File: config.mk
export PLATFORM = sky130hd
export DESIGN_NAME = dm_store_buffer
export DESIGN_NICKNAME = d
export VERILOG_FILES = /design/src/rtl/dm_store_buffer.sv
export SDC_FILE = /design/constraint.sdc
export NUM_CORES = 1
export LEC_CHECK = 0
export BUFFER_PORTS_ARGS = -buffer_cell sky130_fd_sc_hd__buf_2
export CORE_UTILIZATION = 25
export CTS_BUF_LIST = sky130_fd_sc_hd__clkbuf_8 sky130_fd_sc_hd__clkbuf_16
export DETAILED_ROUTE_END_ITERATION = 10
export PLACE_DENSITY = 0.44
export SLEW_MARGIN = 20
export SYNTH_ARGS = -nofsm -noshare
export SYNTH_HDL_FRONTEND = slang
export SYNTH_SLANG_ARGS = --single-unit
File: constraint.sdc
create_clock -name clk_i -period 4 [get_ports clk_i]
set_clock_uncertainty 0.15 [all_clocks]
set_input_delay 0.8 -clock clk_i [delete_from_list [all_inputs] [get_ports clk_i]]
set_output_delay 0.8 -clock clk_i [all_outputs]
set_load 0.005 [all_outputs]
File: src/rtl/dm_store_buffer.sv
// Store buffer between the core load/store path and data memory: queues stores, drains one per free port cycle.
// Latency: accepted store drains no earlier than the next cycle; all outputs combinational from state + inputs.
// Backpressure: st_ready_o = !full; matching loads stall (or forward from a word store when STBUF_FWD_EN is defined).
module dm_store_buffer #(
    parameter int DEPTH = 4
) (
    input  logic        clk_i,
    input  logic        rst_i,
    input  logic        st_valid_i,
    output logic        st_ready_o,
    input  logic [31:0] st_addr_i,
    input  logic [2:0]  st_type_i,
    input  logic [31:0] st_data_i,
    input  logic        ld_valid_i,
    input  logic [31:0] ld_addr_i,
    input  logic [2:0]  ld_type_i,
    output logic        ld_stall_o,
    output logic        ld_fwd_o,
    output logic [31:0] ld_fwd_data_o,
    output logic        mem_wr_o,
    output logic [6:0]  mem_addr_o,
    output logic [2:0]  mem_type_o,
    output logic [31:0] mem_din_o,
    output logic        sb_empty_o
);

    // DMType codes, mirroring the shared encode definitions used by dm.
    localparam logic [2:0] DM_WORD       = 3'd0;
`ifdef STBUF_FWD_EN
    localparam logic [2:0] DM_HALFWORD   = 3'd1;
    localparam logic [2:0] DM_HALFWORD_U = 3'd2;
    localparam logic [2:0] DM_BYTE       = 3'd3;
    localparam logic [2:0] DM_BYTE_U     = 3'd4;
`endif

    localparam int AW = (DEPTH > 1) ? $clog2(DEPTH) : 1;
    localparam int CW = AW + 1;

    // Entry storage; contents are only meaningful for slots inside [rd_ptr, rd_ptr+count).
    logic [6:0]    addr_q [DEPTH];
    logic [2:0]    type_q [DEPTH];
    logic [31:0]   data_q [DEPTH];

    logic [AW-1:0] wr_ptr_q, wr_ptr_d;
    logic [AW-1:0] rd_ptr_q, rd_ptr_d;
    logic [CW-1:0] count_q, count_d;

    logic          full;
    logic          empty;
    logic          push;
    logic          pop;
    logic          port_busy;
    logic          match_any;
    logic [AW-1:0] scan_idx;

`ifdef STBUF_FWD_EN
    logic [2:0]    young_type;
    logic [31:0]   young_data;
    logic          fwd_hit;
`else
    logic          unused_fwd_inputs;
    assign unused_fwd_inputs = ^ld_type_i;
`endif

    // Only word address bits [8:2] participate in storage and comparison.
    logic unused_addr_bits;
    assign unused_addr_bits = ^{st_addr_i[31:9], st_addr_i[1:0], ld_addr_i[31:9], ld_addr_i[1:0]};

    assign full       = (count_q == CW'(DEPTH));
    assign empty      = (count_q == '0);
    assign st_ready_o = !full;
    assign sb_empty_o = empty;

    // A store presented in the same cycle is not yet in the array, so it never matches here.
    assign push = st_valid_i && !full;

`ifdef STBUF_FWD_EN
    // Sign/zero extension of forwarded word data, same rules as dm reads.
    function automatic logic [31:0] extend_load(input logic [31:0] d, input logic [2:0] t);
        logic [31:0] r;
        case (t)
            DM_BYTE:       r = {{24{d[7]}}, d[7:0]};
            DM_BYTE_U:     r = {24'b0, d[7:0]};
            DM_HALFWORD:   r = {{16{d[15]}}, d[15:0]};
            DM_HALFWORD_U: r = {16'b0, d[15:0]};
            default:       r = d;
        endcase
        return r;
    endfunction
`endif

    // Scan valid entries oldest to youngest; the last hit is the youngest matching store.
    always_comb begin
        match_any = 1'b0;
        scan_idx  = '0;
`ifdef STBUF_FWD_EN
        young_type = DM_WORD;
        young_data = '0;
`endif
        for (int k = 0; k < DEPTH; k++) begin
            scan_idx = rd_ptr_q + AW'(k);
            if ((CW'(k) < count_q) && (addr_q[scan_idx] == ld_addr_i[8:2])) begin
                match_any = 1'b1;
`ifdef STBUF_FWD_EN
                young_type = type_q[scan_idx];
                young_data = data_q[scan_idx];
`endif
            end
        end
    end

    // Load hazard resolution: forward from a youngest word store, otherwise stall on any match.
    always_comb begin
        ld_stall_o    = 1'b0;
        ld_fwd_o      = 1'b0;
        ld_fwd_data_o = '0;
`ifdef STBUF_FWD_EN
        fwd_hit = ld_valid_i && match_any && (young_type == DM_WORD);
        if (fwd_hit) begin
            ld_fwd_o      = 1'b1;
            ld_fwd_data_o = extend_load(young_data, ld_type_i);
        end else if (ld_valid_i && match_any) begin
            ld_stall_o = 1'b1;
        end
`else
        if (ld_valid_i && match_any) begin
            ld_stall_o = 1'b1;
        end
`endif
    end

    // The dm port belongs to the load only when it actually reads memory this cycle.
    assign port_busy = ld_valid_i && !ld_stall_o && !ld_fwd_o;
    assign pop       = !empty && !port_busy;

    // Drain port: head entry is always presented, mem_wr_o qualifies it.
    always_comb begin
        mem_wr_o   = pop;
        mem_addr_o = addr_q[rd_ptr_q];
        mem_type_o = type_q[rd_ptr_q];
        mem_din_o  = data_q[rd_ptr_q];
    end

    // Pointer and occupancy next-state; simultaneous push and pop leave count unchanged.
    always_comb begin
        wr_ptr_d = wr_ptr_q;
        rd_ptr_d = rd_ptr_q;
        count_d  = count_q;
        if (push) begin
            wr_ptr_d = wr_ptr_q + 1'b1;
        end
        if (pop) begin
            rd_ptr_d = rd_ptr_q + 1'b1;
        end
        case ({push, pop})
            2'b10:   count_d = count_q + 1'b1;
            2'b01:   count_d = count_q - 1'b1;
            default: count_d = count_q;
        endcase
    end

    // Control state; reset discards every pending entry immediately.
    always_ff @(posedge clk_i or posedge rst_i) begin
        if (rst_i) begin
            wr_ptr_q <= '0;
            rd_ptr_q <= '0;
            count_q  <= '0;
        end else begin
            wr_ptr_q <= wr_ptr_d;
            rd_ptr_q <= rd_ptr_d;
            count_q  <= count_d;
        end
    end

    // Entry payload write; no reset needed because count gates every read of it.
    always_ff @(posedge clk_i) begin
        if (push) begin
            addr_q[wr_ptr_q] <= st_addr_i[8:2];
            type_q[wr_ptr_q] <= st_type_i;
            data_q[wr_ptr_q] <= st_data_i;
        end
    end

endmodule

Yosys cells after proc, flatten, opt, wreduce, memory -nomap -nowiden
Memories as Yosys holds them, arrays and structs flattened.
Index checks and enable logic that the tools add are counted.
{"block": "word_totals", "out_inout_bits": 79, "mem_count": 3, "word_cells": 45, "ff_bits": 7, "inputBits": 106, "mem_bits_rw": 168}
{"memory": "data_q", "depth": 4, "word_bits": 32, "read_ports": 1, "rd_clocked_by_memory_dff": 0, "write_ports": 1, "line_no": "42", "source": "logic [31:0] data_q [DEPTH];"}
{"memory": "addr_q", "depth": 4, "word_bits": 7, "read_ports": 4, "rd_clocked_by_memory_dff": 0, "write_ports": 1, "line_no": "40", "source": "logic [6:0] addr_q [DEPTH];"}
{"memory": "type_q", "depth": 4, "word_bits": 3, "read_ports": 1, "rd_clocked_by_memory_dff": 0, "write_ports": 1, "line_no": "41", "source": "logic [2:0] type_q [DEPTH];"}
{"block": "op_classes", "magnitude_cmp": 4, "n_eq_ne": 7, "n_addsub": 6, "n_reduce_logical": 14, "n_mux": 8}
{"cell": "equality test 7 bit", "count": 4}
{"cell": "logical AND 1 bit", "count": 8}
{"cell": "2-to-1 mux 1 bit", "count": 7}
{"cell": "< comparator 1 x 3 -> 1 bit, first input constant", "count": 2}
{"cell": "< comparator 2 x 3 -> 1 bit, first input constant", "count": 2}
{"cell": "one-hot mux 3 bit (2 select lines)", "count": 1}
{"cell": "adder 2 x 1 -> 2 bit, second input constant", "count": 2}
{"cell": "adder 2 bit, second input constant", "count": 2}
{"cell": "logical NOT 1 bit", "count": 4}
{"cell": "adder 3 x 1 -> 3 bit, second input constant", "count": 1}
{"cell": "equality test 3 bit, second input constant", "count": 1}
{"cell": "logical NOT 3 bit", "count": 1}
{"cell": "subtractor 3 x 1 -> 3 bit, second input constant", "count": 1}
{"cell": "equality test 2 x 1 -> 1 bit, second input constant", "count": 1}
{"cell": "equality test 2 bit, second input constant", "count": 1}
{"cell": "nonzero test 2 bit", "count": 1}

Depth between registers and ports, before layout
An unclocked memory read counts as a cell.
{"block": "depth", "depth_word": 15, "ltp_mapped": 13, "depth_no_buf": 11}

Worst setup path after synthesis
No wires, ideal clock.
{"block": "synth_path", "kind": "input port to output port", "start": "in ld_addr_i[5]", "end": "out mem_wr_o", "required_ns": 3.050, "path_buffers": 1, "t_arrival_ns": 2.055, "path_stages": 6, "path_slack_ns": 0.995, "cell_sequence": "clkbuf_1 > xor2_1 > nand3_1 > a2111oi_2 > a31oi_1 > a31oi_1"}
{"block": "synth_between", "elab_chain_len": 12, "word_cells_on_any_way": 18, "classes_between": "4 x eq/ne; 5 x mux; 9 x reduce/logical"}
{"element": "start, declared", "line_no": "15", "source": "input logic [31:0] ld_addr_i,"}
{"element": "equality test 7 bit", "line_no": "102", "source": "if ((CW'(k) < count_q) && (addr_q[scan_idx] == ld_addr_i[8:2])) begin"}
{"element": "logical AND 1 bit", "line_no": "102"}
{"element": "2-to-1 mux 1 bit (3 in series)", "line_no": "102"}
{"element": "2-to-1 mux 1 bit (*)", "line_no": "102"}
{"element": "logical AND 1 bit (*)", "line_no": "126", "source": "if (ld_valid_i && match_any) begin"}
{"element": "2-to-1 mux 1 bit (*)", "line_no": "126"}
{"element": "logical NOT 1 bit (*)", "line_no": "133", "source": "assign port_busy = ld_valid_i && !ld_stall_o && !ld_fwd_o;"}
{"element": "logical AND 1 bit (*)", "line_no": "133"}
{"element": "logical NOT 1 bit (*)", "line_no": "134", "source": "assign pop = !empty && !port_busy;"}
{"element": "logical AND 1 bit (*)", "line_no": "134"}
{"element": "end, declared", "line_no": "20", "source": "output logic mem_wr_o,"}
Mark *: on every way between the ends. The rest lies on a longest branch, timed or not.

Worst setup path after layout
{"block": "layout_path", "start": "reg rd_ptr_q[0]", "end": "out ld_stall_o"}
{"block": "layout_between", "elab_chain_len": 9, "word_cells_on_any_way": 18, "classes_between": "3 x add/sub; 4 x eq/ne; 5 x mux; 5 x reduce/logical; 1 x memory"}
{"element": "start, declared", "line_no": "45", "source": "logic [AW-1:0] rd_ptr_q, rd_ptr_d;"}
{"element": "start signal, assigned", "line_no": "170", "source": "rd_ptr_q <= rd_ptr_d;"}
{"element": "adder 2 x 1 -> 2 bit or memory read (4 x 7 bit) (tied branches)"}
{"element": "memory read (4 x 7 bit) (*)"}
{"element": "equality test 7 bit or logical AND 1 bit (tied branches)", "line_no": "102"}
{"element": "logical AND 1 bit or 2-to-1 mux 1 bit (tied branches)", "line_no": "102"}
{"element": "2-to-1 mux 1 bit (2 in series)", "line_no": "102"}
{"element": "2-to-1 mux 1 bit (*)", "line_no": "102"}
{"element": "logical AND 1 bit (*)", "line_no": "126"}
{"element": "2-to-1 mux 1 bit (*)", "line_no": "126"}
{"element": "end, declared", "line_no": "17", "source": "output logic ld_stall_o,"}
Marked as above.

==> Implementation_results.wiki <==
{| class="wikitable"
! Metric !! Value
|-
| Initial Utilization || 0.2537
|-
| Crit-path leading delay family || compound AO/OA/AOI/OAI gates
|-
| Power density cells || between 700 and 800 nW/um^2
|-
| Number of antenna-violating nets in the routed design || 0
|-
| Min-delay worst type || in2async
|-
| Most area-hungry cell type in the Yosys netlist || sky130_fd_sc_hd__edfxtp_1
|-
| First-pass iteration count of the detailed router || 4
|-
| Launch point of the worst reg-to-reg path || rd_ptr_q[0]
|-
| Outcome || finished, final reports clean
|-
| Routed WL per cell || 18.07 um
|-
| Final count of hold timing violations || 0
|-
| Synthesized flop and latch total || 175
|-
| Part of the cycle the worst path needs || 0.9489
|-
| Hold-fix buffer count after cts || 0
|-
| Inserted Clock Buffers || 17
|-
| Buffers on Ports || 98
|-
| Crit path launch type || flip-flop
|-
| Endpoint class of the critical path || primary output
|-
| Largest cells by area after synthesis || sky130_fd_sc_hd__edfxtp_1 (65%), sky130_fd_sc_hd__mux4_2 (13%), sky130_fd_sc_hd__buf_4 (3.4%)
|-
| Delay of the slowest critical-path stage || 0.66 ns
|-
| Initial antenna violation count || 4
|-
| Top cell types by occurrence after synthesis || sky130_fd_sc_hd__edfxtp_1 (168), sky130_fd_sc_hd__mux4_2 (45), sky130_fd_sc_hd__buf_4 (35), sky130_fd_sc_hd__mux2i_1 (20), sky130_fd_sc_hd__xnor2_1 (19)
|-
| Share of the yosys chip area belonging to registers || 0.6726
|-
| Wire length of the first global-routing pass || 25.46 mm
|-
| Fraction of synthesized cell area taken by the top area cell type || 0.6500
|-
| Via count of the first global-routing pass || 4,283
|-
| Floorplan row count || 64
|-
| Synthesized netlist cell count || 396
|-
| Core region area || 30,590 sq um
|-
| Count of routing violations after the opening detailed-route iteration || 175
|-
| Final non-filler cell area || 9283 sq um
|-
| Synth async-reset ratio || 0.04000
|-
| Detailed-placement wirelength estimate || 10.93 mm
|-
| Worst Path Class, Setup || reg2out
|-
| Post-CTS Setup Repair Bufs || 1
|-
| Crit path max-delay cell type || sky130_fd_sc_hd__mux4_1
|-
| Clock-pin slew of the registers on the worst-case setup and hold paths || 0.07 ns
|-
| Primary FF master, synth || sky130_fd_sc_hd__edfxtp_1
|-
| Maxcap violations || 0
|-
| Post-detailed-placement cell area || roughly 8600 sq um
|-
| WL final || 16.68 mm
|-
| Number of warnings printed during yosys synthesis || 0
|-
| Overall global routing resource usage || 0.1108
|-
| Worst-path maximum fanout || 14
|-
| Fraction of final layout cells sized beyond drive strength 1 || 0.3871
|-
| Die footprint || roughly 32,000 sq um
|-
| PostCTS Resize Cnt || 0
|-
| Data arrival time of the critical path || around 2.9 ns
|-
| Final GP Congestion || 0.7452
|-
| Req. time, crit path || 3.05 ns
|-
| Post-synthesis to final-layout area growth || 19.60%
|-
| DRC Markers || 0
|-
| Cell area after synthesis || 7761 sq um
|-
| Unique masters post-synth || 37
|-
| Clk Latency, worst-skew pair || between 0.4 and 0.5 ns
|-
| Crit path buf inv count || 1
|-
| Sum Neg Setup Slack || 0 ns
|-
| Vias per cell || 4.250
|-
| Unrepaired setup endpoints after global routing || false
|-
| Post-route minimum period || 3.796 ns
|-
| Static power due to leakage || approximately 3.3 nW
|-
| CTS tree || built
|-
| Combined area of the multi-input logic cells || 2261 sq um
|-
| H-tree Lvls || 4
|-
| Total Power Consumption || 6.663 mW
|-
| Setup Viol. Count Final || 0
|-
| GR Overflow Total || 0
|-
| Mapped Avg Cell Area || 19.60 sq um
|-
| TritonCTS sink count || 175
|-
| Start point of the critical path || rd_ptr_q[0]
|-
| Storage element area || 5228 sq um
|-
| Count leader, synth || sky130_fd_sc_hd__edfxtp_1
|-
| Via total after detailed routing || 3,923
|-
| Highest Clock Rate || 0.2635 GHz
|-
| Antenna diodes || 0
|-
| Number of enable flip-flop cells after synthesis || 168
|-
| Overall die height || 178.2 um
|-
| Top-level I/O count || roughly 190
|-
| Final net count || 629
|-
| Largest net degree at the start of global routing || 31
|-
| Clock tree buffer depth || 2
|-
| Measured slew at the worst slew-check pin || 0.5121 ns
|-
| Clock root buffer || sky130_fd_sc_hd__clkbuf_16
|-
| Width of the chip || approximately 180 um
|-
| Max-slew headroom || 0.6586
|-
| Max Transition Viols Final || 0
|-
| IR Drop Worst-Case VDD || about 0.30 mV
|-
| Final-layout fill cell count || 3,002
|-
| Crit-path cells || mux4_1, xnor2_1, o21ai_0, a2111oi_2, a31oi_1, a21boi_0, buf_2
|}
-- per-layer routing --
metal,up-vias,part of all wire,GRT usage
met5,-,0.0023,0
li1,1765,-,-
met4,8,0.016,0.03919
met1,2010,0.45,0.1380
met3,22,0.069,0.04220
met2,118,0.47,0.1751
-- cells in the final DEF, fill, tap and decap left out, drive strengths merged, types with 2 or more instances in the layout --
cell type  netlist  layout
o21ai            3       3
edfxtp         168     168
dfrtp            7       7
clkinv           0       6
nor2             4       4
nand2            5       5
and3             4       4
ha               9       9
xnor2           19      19
xor2            14      14
nand4            3       3
a31oi            2       2
clkbuf           5      17
a21oi            6       6
inv              8      16
buf             47     119
conb             1      33
mux4            54      54
nor4             3       3
mux2i           21      21
-- worst reg2reg max path, delay by kind of cell (launching register included) --
kind	cells	cell delay, ns
muxes	2	0.87
buffers and inverters	1	0.15
adders and majority gates	1	0.20
AOI/OAI and AO/OA	4	0.80
xor gates and xnor gates	2	0.32
and+or+nand+nor	1	0.07
DFF	1	0.58
-- final timing paths --
| check | end | slack, ns | cells past startpoint |
|---|---|---|---|
| setup / recovery | ld_stall_o | 0.20 | 7 |
| hold / removal | wr_ptr_q[0] | 0.14 | 2 |
| setup reg to reg | count_q[2] | 0.73 | 11 |
| hold reg to reg | count_q[1] | 0.41 | 2 |
| max in group asynchronous | rd_ptr_q[0] | 3.33 | 2 |
| min in group clk_i | count_q[1] | 0.41 | 2 |
-- sequential cells by signal (all words and copies together), names as in the netlist --
signal / count
type_q: 12
addr_q: 28
data_q: 128
count_q: 3
wr_ptr_q: 2
rd_ptr_q: 2
-- power breakdown --
| part | internal (mW) | switching [mW] | leakage, nW | total [mW] |
|---|---|---|---|---|
| clock | 0.828 | 0.766 | 0.279 | 1.59 |
| sequential | 2.43 | 0.166 | 1.62 | 2.59 |
| combinational | 1.22 | 1.25 | 1.40 | 2.47 |
| total | 4.48 | 2.18 | 3.30 | 6.66 |
-- through the flow --
stage               hold WS (ns)  instances  setup WS [ns]    util
finish                    0.1398        923         0.2043  0.3035
global route              0.1512        923       0.009296  0.3035
CTS                       0.1232        917        0.06342  0.3010
detailed placement        0.4020        884         0.4878  0.2815
global placement          0.4057        884         0.4976  0.2815
floorplan                 0.3643        428         0.9953       -
-- cell families (layout without fill, tap and decap cells) --
group | after synthesis | count (layout) | synth area share
AO/OA/AOI/OAI | 17 | 17 | 0.01467
XOR/XNOR | 33 | 33 | 0.03724
adder cells (fa/ha/maj) | 9 | 9 | 0.01451
buffers and inverters | 60 | 159 | 0.05223
flip-flops | 175 | 175 | 0.6726
multiplexers | 76 | 76 | 0.1912
other | 1 | 33 | 0.0004832
AND/OR/NAND/NOR | 25 | 25 | 0.01709
-- cell type report --
cell class                      instances  area share
Inverter                                8    0.003235
Clock inverter                         15     0.01577
Timing Repair Buffer                  119     0.07508
Clock buffer                           17     0.04583
Sequential cell                       175      0.5631
Multi-Input combinational cell        193      0.2436
Tap cell                              396     0.05338
Note: power is estimated with default switching activity, not from simulation.
